--- src/rtl/lc3_mio_arbiter.sv ---
// lc3_mio_arbiter: two-port (CPU / debug) arbiter and transaction sequencer
// in front of the LC-3 memory/IO address controller. One access at a time,
// round-robin on ties, MIO_EN forced low for DONE + IDLE between accesses.
// Optional feature macro: LC3_MIO_ARB_TIMEOUT_EN (abort an access that sees
// no ready pulse within TIMEOUT cycles and report it on ERR).
module lc3_mio_arbiter #(
  parameter int TIMEOUT = 32
) (
  input  logic        clk,
  input  logic        rst_n,
  input  logic        CPU_REQ,
  input  logic        CPU_WE,
  input  logic [15:0] CPU_ADDR,
  input  logic [15:0] CPU_WDATA,
  output logic        CPU_ACK,
  output logic [15:0] CPU_RDATA,
  output logic        CPU_ERR,
  input  logic        DBG_REQ,
  input  logic        DBG_WE,
  input  logic [15:0] DBG_ADDR,
  input  logic [15:0] DBG_WDATA,
  output logic        DBG_ACK,
  output logic [15:0] DBG_RDATA,
  output logic        DBG_ERR,
  output logic        MIO_EN,
  output logic        R_W,
  output logic [15:0] ADDR,
  output logic [15:0] MIO_WDATA,
  input  logic [15:0] MIO_RDATA,
  input  logic        R,
  output logic        BUSY,
  output logic        OWNER
);

  typedef enum logic [1:0] {IDLE, ACCESS, DONE} state_t;

  state_t state;
  logic   grant_dbg;

  // Legal TIMEOUT is 2..63; this empty block names an illegal setting in the
  // elaborated hierarchy so it shows up in any netlist review.
  if ((TIMEOUT < 2) || (TIMEOUT > 63)) begin : g_timeout_out_of_range
  end

`ifdef LC3_MIO_ARB_TIMEOUT_EN
  localparam logic [5:0] WAIT_LAST = 6'(TIMEOUT - 1);
  logic [5:0] wait_cnt;
`else
  assign CPU_ERR = 1'b0;
  assign DBG_ERR = 1'b0;
`endif

  // Winner selection: a lone requester wins; on a tie the port that did not
  // own the previous transaction wins.
  always_comb begin
    grant_dbg = DBG_REQ;
    if (CPU_REQ && DBG_REQ) begin
      grant_dbg = ~OWNER;
    end
  end

  // Sequencer: IDLE -> ACCESS (MIO_EN high) -> DONE (ACK pulse) -> IDLE.
  always_ff @(posedge clk or negedge rst_n) begin
    if (!rst_n) begin
      state     <= IDLE;
      MIO_EN    <= 1'b0;
      R_W       <= 1'b0;
      ADDR      <= 16'h0000;
      MIO_WDATA <= 16'h0000;
      BUSY      <= 1'b0;
      OWNER     <= 1'b1;
      CPU_ACK   <= 1'b0;
      DBG_ACK   <= 1'b0;
      CPU_RDATA <= 16'h0000;
      DBG_RDATA <= 16'h0000;
`ifdef LC3_MIO_ARB_TIMEOUT_EN
      CPU_ERR   <= 1'b0;
      DBG_ERR   <= 1'b0;
      wait_cnt  <= 6'd0;
`endif
    end else begin
      // Acknowledge and error are single-cycle pulses.
      CPU_ACK <= 1'b0;
      DBG_ACK <= 1'b0;
`ifdef LC3_MIO_ARB_TIMEOUT_EN
      CPU_ERR <= 1'b0;
      DBG_ERR <= 1'b0;
`endif
      case (state)
        IDLE: begin
          if (CPU_REQ || DBG_REQ) begin
            OWNER     <= grant_dbg;
            R_W       <= grant_dbg ? DBG_WE    : CPU_WE;
            ADDR      <= grant_dbg ? DBG_ADDR  : CPU_ADDR;
            MIO_WDATA <= grant_dbg ? DBG_WDATA : CPU_WDATA;
            MIO_EN    <= 1'b1;
            BUSY      <= 1'b1;
            state     <= ACCESS;
`ifdef LC3_MIO_ARB_TIMEOUT_EN
            wait_cnt  <= 6'd0;
`endif
          end
        end
        ACCESS: begin
          if (R) begin
            // Ready wins over a coincident timeout.
            MIO_EN <= 1'b0;
            state  <= DONE;
            if (OWNER) begin
              DBG_ACK <= 1'b1;
              if (!R_W) DBG_RDATA <= MIO_RDATA;
            end else begin
              CPU_ACK <= 1'b1;
              if (!R_W) CPU_RDATA <= MIO_RDATA;
            end
          end
`ifdef LC3_MIO_ARB_TIMEOUT_EN
          else if (wait_cnt == WAIT_LAST) begin
            MIO_EN <= 1'b0;
            state  <= DONE;
            if (OWNER) begin
              DBG_ACK <= 1'b1;
              DBG_ERR <= 1'b1;
              if (!R_W) DBG_RDATA <= 16'h0000;
            end else begin
              CPU_ACK <= 1'b1;
              CPU_ERR <= 1'b1;
              if (!R_W) CPU_RDATA <= 16'h0000;
            end
          end else begin
            wait_cnt <= wait_cnt + 6'd1;
          end
`endif
        end
        DONE: begin
          BUSY  <= 1'b0;
          state <= IDLE;
        end
        default: begin
          MIO_EN <= 1'b0;
          BUSY   <= 1'b0;
          state  <= IDLE;
        end
      endcase
    end
  end

endmodule

--- config.mk ---
export PLATFORM = sky130hd
export DESIGN_NAME = lc3_mio_arbiter
export DESIGN_NICKNAME = d
export VERILOG_FILES = /design/src/rtl/lc3_mio_arbiter.sv
export SDC_FILE = /design/constraint.sdc
export NUM_CORES = 1
export LEC_CHECK = 0
export CAP_MARGIN = 30
export CORE_AREA = 3 3 104 86
export DETAILED_ROUTE_END_ITERATION = 12
export DIE_AREA = 0 0 107 89
export PLACE_DENSITY_LB_ADDON = 0.2
export SYNTH_ARGS = -nofsm -noshare
export SYNTH_HDL_FRONTEND = slang
export SYNTH_SLANG_ARGS = --single-unit
export TNS_END_PERCENT = 30
--- constraint.sdc ---
create_clock -name clk -period 2.25 [get_ports clk]
set_input_delay 0.5625 -clock clk [delete_from_list [all_inputs] [get_ports clk]]
set_output_delay 0.5625 -clock clk [all_outputs]
set_load 0.01 [all_outputs]
==> flow_summary.toml <==
[run_status]
status = "completed"

[worst_setup_path]
required_ns = 1.69
start_kind = "flip-flop"
path_depth = 1
crit_chain = "clkdlybuf4s50_1"
reg2reg_from = "OWNER"
end_kind = "primary output"
slowest_delay_ns = 0.63
worstPathArrival_ns = 1.53
path_buf_inv = 1
worst-path-max-fanout = 6
critPathTopFamily = "flip-flops"
worstSetupStartpoint = "OWNER"
r2r_slack_ns = 0.48
critPathSlowestCell = "dfstp_2"
crit_type = "flip-flop to primary output"
worst_r2r_path_depth = 4
timing.rr.end = "MIO_WDATA[11]"

[place]
gp_congestion = 0.698
hpwl_um = 5650
numPortBuffers = 156

[timing]
clock.fmax_mhz = 477
hold_viol = 0
rsz0062_at_grt = "false"
finalCritPeriodShare_pct = 93.2
setup-violations-final = 0
period_minus_slack_ns = 2.10
setup_tns_ns = 0
finalMaxSlewViolations = 0
skew_ns = 0.00608

[yosys]
ys_ff_latch = 72
synth.top_cell.area_share_pct = 56.4
syn_inst = 199
syn-cell-area_sq_um = 3150
ys_types = 21
synth_area_per_cell_sq_um = 15.8
yosys.area.top_type = "dfrtp_1"
yosys-top-cells-area = "dfrtp_1, mux2_2, buf_4"
yosysWarnings = 0
synth-seq-area-share_pct = 57.3

[global_routing]
grt_start_max_net_pins = 49
grt_use_met2_pct = 26.7
top_usage_layer = "met2"
gr-usage-all-layers_pct = 16.5
overflow = 0
grt_pass1_wl_um = 12000
grt_pass1_vias = 2293
antenna_found_initial = 0
gr-usage-met3_pct = 7.22
met1_usage_pct = 19.8

[layout]
drive_gt1_share_pct = 33.4
layout.cells.most_common_list = "clkdlybuf4s50_1, mux2_2, dfrtp_1, clkbuf_8, buf_12"
area_growth_pct = 61.7
multi_input_area_sq_um = 1250
regArea_sq_um = 1800
fillers = 614
final_common_cell = "clkdlybuf4s50_1"
final_nets = 450
n_antenna_cell = 0
final_util_pct = 64.1

[route]
drc = 0
via_count = 2215
firstDrtPassIters = 4
drt-initial-drc-count = 35
wl_per_cell_um = 15.8
wirelength_um = 7530
final_antenna_net_count = 0
post_drt_via_cell_ratio = 4.65

[clock_tree]
post_cts_buffers = 0
path_clk_slew_ns = 0.08
cts_max_path_buffers = 2
cts_resized = 0
cts_buffers = 9
cts-hold-fix-buffers = 0
h-tree-depth = 3
cts_tree = "built"
cts_root_buf = "clkbuf_8"
insertion_delay_ns = 0.34
cts_sinks = 72

[die]
dieArea_sq_um = 9520
io_pins = 159
rows = 29
core-area_sq_um = 7950
start_util_pct = 39.6
die_y_um = 89
die_x_um = 107

[power_and_ir_drop]
ir_worst_vdd_mv = 0.696
power-per-cell-area_nw_per_um2 = 1270
finalPower_mw = 6.46
power.leakage_nw = 2.11

[min_path]
worstHoldPathType = "input pin to asynchronous set/reset pin"

[run]
maxCapViolCount = 0
## logic make-up after synthesis
family | Yosys count | share of synthesized area, %
other | 1 | 0.119
AOI/OAI and AO/OA | 5 | 1.19
muxes | 99 | 35.4
buffers and inverters | 14 | 3.38
DFF | 72 | 57.3
and+or+nand+nor | 8 | 2.70
## worst reg2reg max path: cells and delay by family, from the launching register on
family	cells	cell delay, ns
AOI/OAI and AO/OA	1	0.17
muxes	2	0.64
DFF	1	0.63
buffers and inverters	1	0.22
## cell usage after synthesis (all sizes together)
library cell   n
nor4b          1
mux2i          1
dfstp          1
and2           1
conb           1
mux2          98
nor2           1
buf           11
and3           2
a21bo          1
nor2b          1
dfrtp         71
o21ai          1
nor3           1
inv            3
nand4b         1
a21o           2
o21a           1
## power by group
group | leakage [nW] | internal [mW] | switching [mW]
logic | 1.15 | 1.99 | 1.06
registers | 0.857 | 1.95 | 0.351
clock network | 0.103 | 0.630 | 0.489
total | 2.11 | 4.57 | 1.90
## through the flow
step	setup WS, ns	area, sq um	hold slack, ns	cells
after floorplan	0.531	3150	0.267	200
after global placement	0.0706	4870	0.467	460
after detailed placement	0.0639	4870	0.477	460
after CTS	0.119	5090	0.110	476
after global routing	0.0807	5090	0.116	476
final	0.153	5090	0.116	476
## area by class of cell
cell class | count | area share (%)
Multi-Input combinational cell | 114 | 24.5
Inverter | 3 | 0.221
Clock inverter | 6 | 1.82
Clock buffer | 10 | 2.51
Tap cell | 108 | 2.65
Timing Repair Buffer | 163 | 32.9
Sequential cell | 72 | 35.4
## state kept, by name (all words and copies together), names as in the netlist
register   count
ADDR          16
BUSY           1
CPU_ACK        1
CPU_RDATA     16
DBG_ACK        1
DBG_RDATA     16
MIO_EN         1
MIO_WDATA     16
OWNER          1
R_W            1
state          2
## worst max path at each step
| stage | endpoint | slack, ns |
|---|---|---|
| 3_3_place_gp | MIO_WDATA[11] | 0.07 |
| 5_1_grt | OWNER | 0.08 |
| 6_report | OWNER | 0.15 |
| 4_1_cts | OWNER | 0.12 |
| 3_5_place_dp | MIO_WDATA[11] | 0.06 |
| 2_1_floorplan | ADDR[0] | 0.53 |
## layer usage
metal  wire, um  share of wire [%]
met3        682                9.1
met5          0                  0
met4        110                1.5
met2       3690                 49
met1       3050                 40
(Power assumes the default switching activity.)
==> RTL edit 1, RTL diff (same settings) <==
Encoding of `state_t`: now one-hot (3 bits for 3 states).
--- a/src/rtl/lc3_mio_arbiter.sv
+++ b/src/rtl/lc3_mio_arbiter.sv
@@ -32,7 +32,7 @@
   output logic        OWNER
 );
 
-  typedef enum logic [1:0] {IDLE, ACCESS, DONE} state_t;
+  typedef enum logic [2:0] {IDLE = 3'b001, ACCESS = 3'b010, DONE = 3'b100} state_t;
 
   state_t state;
   logic   grant_dbg;
Check against the original RTL: same outputs for any inputs over 10 cycles, from zero or initial values and one cycle with rst_n low; not proved beyond that.
==> RTL edit 1 against the original RTL <==
  * Sequential share of layout area increased by 0.86 points
  * Utilization decreased by 0.61 points
  * Synthesized area increased by 0.32%
  * Final cell count increased by 2.9%
  * Synthesized cell count increased by 12%
  * Sequential cell count increased by 1
  * Worst setup slack got worse by 0.022 ns
  * Critical path type unchanged
  * Largest power group unchanged
  * Power increased by 1.3%
  * Wire length increased by 15%
  * Non-clock buffer count unchanged
  * Final area decreased by 0.96%
==> RTL edit 1: results <==
metrics = {
    "timing": {
        "setup_slack_ns": 0.1306,
        "skew_ns": 0.01045,
    },
    "synthesis": {
        "synth_area_leaders": "dfrtp_1, o221a_2, a21o_1",
        "yosysSeqAreaShare": 0.5790,
        "synth_cell_types": 28,
        "synthTopCellsByCount": "dfrtp_1, a21o_1, o221a_2",
        "syn_area_per_cell_um2": 14.23,
    },
    "power": {
        "power_frac_seq": 0.355,
        "p_total_mw": 6.545,
        "p_leak_nw": 2.215,
        "p_int_mw": 4.469,
        "power_frac_clock": 0.155,
        "irDropWorstVdd_mv": 0.6410,
    },
    "grt": {
        "grt_use_met2": 0.3286,
        "met3_usage": 0.05993,
        "gr-usage-met1": 0.2128,
        "gr-usage-all-layers": 0.1853,
        "grt_pass1_wl_um": 13420,
        "grt_pass1_vias": 2572,
        "grt_max_degree": 43,
    },
    "critical_path": {
        "r2r_start": "state[0]$_DFFE_PN1P_",
        "r2r_end": "ADDR[0]$_DFFE_PN0P_",
        "crit_fanout": 9,
        "worst_r2r_path_depth": 3,
        "rrSetupSlack_ns": 0.42,
    },
    "drt": {
        "drt-met1-wl_um": 3370,
        "wl_met3_um": 548,
        "drt_wl_total_um": 8625,
        "drt_iter0_drc": 47,
        "met2_length_um": 4559,
        "routed_via_density": 5.047,
    },
    "finish": {
        "layout.nets": 464,
        "fillers": 648,
        "fin_cells": 490,
    },
    "place": {
        "place_hpwl_um": 6192,
        "place_area_um2": 4851,
        "place_congestion": 0.7723,
        "pre_cts_slack_ns": -0.04291,
        "place_inst": 474,
    },
    "status": {
        "run_status": "complete, no violations",
    },
    "cts": {
        "cts-htree-levels": 3,
    },
}
-- RTL edit 1: cell count changes in the layout (fill, tap and decap cells not counted), sizes merged, moves of 2 or more --
cell,change
a21oi,+3
clkinv,+3
or2,+2
nand2,+3
clkinvlp,-2
a21o,+31
inv,-2
nor2b,+2
mux2,-66
and3,-2
nand3,+5
nor2,+3
o221a,+33
-- RTL edit 1: logic make-up after synthesis --
group / synth area share
AOI/OAI and AO/OA: 0.2083
buffers and inverters: 0.03723
DFF: 0.5790
muxes: 0.1259
other: 0.001187
and+or+nand+nor: 0.04832
-- RTL edit 1: final cells by class --
class	count	area, um2	share of cell area
Inverter	1	3.754	0.0007440
Clock buffer	10	127.6	0.02530
Timing Repair Buffer	163	1662	0.3294
Clock inverter	6	66.31	0.01314
Sequential cell	73	1829	0.3626
Multi-Input combinational cell	129	1221	0.2421
Tap cell	108	135.1	0.02679
==> RTL edit 2, RTL diff (same settings) <==
Without the edit above. The option `LC3_MIO_ARB_TIMEOUT_EN` is turned on by a define.
--- a/src/rtl/lc3_mio_arbiter.sv
+++ b/src/rtl/lc3_mio_arbiter.sv
@@ -3,6 +3,8 @@
 // round-robin on ties, MIO_EN forced low for DONE + IDLE between accesses.
 // Optional feature macro: LC3_MIO_ARB_TIMEOUT_EN (abort an access that sees
 // no ready pulse within TIMEOUT cycles and report it on ERR).
+`define LC3_MIO_ARB_TIMEOUT_EN
+
 module lc3_mio_arbiter #(
   parameter int TIMEOUT = 32
 ) (
Check against the original RTL: no difference found for any inputs over 10 cycles, from zero or initial values and one cycle with rst_n low; that may be too few to reach the edited logic, so the function may still have changed.
==> RTL edit 2 against the original RTL <==
  * Sequential power is 6% higher
  * Sequential cell count is 8 higher
  * Final area is 7.8% higher
  * Synthesized area is 12% higher
  * Register-to-register slack worse by 0.27 ns
  * Power is 1.5% lower
  * Wire length is 14% higher
  * Worst setup slack worse by 0.069 ns
  * Largest cell class unchanged
==> RTL edit 2: results <==
metrics = {
    "finish": {
        "nonClkBufAreaFrac": 0.3030,
        "fillers": 601,
        "buffers": 166,
        "layout.nets": 542,
        "clock_buffers": 10,
        "drive_gt1_frac": 0.1438,
        "multi_input_area_share": 0.2668,
        "n_all_inverters": 5,
        "design_area_um2": 5492,
        "fin_cells": 567,
    },
    "synthesis": {
        "synth_xor_area_frac": 0.002473,
        "synthTopCellsByCount": "dfrtp_1, o21ai_0, nand2_1",
        "syn-instance-count": 292,
        "ys_ff_latch": 80,
        "yosysSeqAreaShare": 0.5657,
        "synth_mux_area_frac": 0.2088,
        "synth_adder_area_share": 0.003534,
        "synth-compound-area-share": 0.08127,
    },
    "timing": {
        "fin_hold_ws_ns": 0.1370,
        "skew_ns": 0.009940,
        "setup_slack_ns": 0.08409,
    },
    "grt": {
        "gr-usage-all-layers": 0.1792,
        "gr-usage-met1": 0.2284,
        "grt_use_met2": 0.3017,
        "grt_pass1_wl_um": 13190,
        "met3_usage": 0.06137,
        "grt_pass1_vias": 2539,
    },
    "power": {
        "pg_comb_mw": 2.86,
        "power_frac_seq": 0.383,
        "p_leak_nw": 2.451,
        "p_int_mw": 4.276,
        "irDropWorstVdd_mv": 0.6392,
    },
    "critical_path": {
        "cpPeakStageDelay_ns": 0.67,
        "critPathArrivalTime_ns": 1.60,
        "crit_fanout": 9,
    },
    "drt": {
        "drt-met1-wl_um": 3566,
        "wl_met3_um": 602,
        "routed_via_density": 4.813,
        "avgRoutedWirePerCell_um": 15.17,
    },
    "place": {
        "place_congestion": 0.7320,
        "pre_cts_slack_ns": 0.03509,
        "place_inst": 551,
        "io_buffers": 158,
    },
    "status": {
        "run_status": "complete, no violations",
    },
}
==> RTL edit 2: cell count changes after synthesis, sizes merged, moves of 3 or more <==
cell / change
and2: +17
nand2: +37
clkbuf: +9
dfrtp: +8
nand3: +5
buf: -5
a21oi: +4
mux2i: +32
mux2: -65
o21ai: +38
nor2: +3
==> RTL edit 2: final timing paths <==
kind                                               start                        end  depth (start not counted)
worst min register to register  MIO_WDATA[0]$_DFFE_PN0P_   MIO_WDATA[0]$_DFFE_PN0P_                          2
min in group clk                MIO_WDATA[0]$_DFFE_PN0P_   MIO_WDATA[0]$_DFFE_PN0P_                          2
max in group asynchronous                          rst_n   MIO_WDATA[1]$_DFFE_PN0P_                          2
worst max register to register   wait_cnt[0]$_DFFE_PN0P_  DBG_RDATA[12]$_DFFE_PN0P_                          5
worst min-delay path                               rst_n        ADDR[6]$_DFFE_PN0P_                          1
worst max-delay path                   OWNER$_DFFE_PN1P_                      OWNER                          1
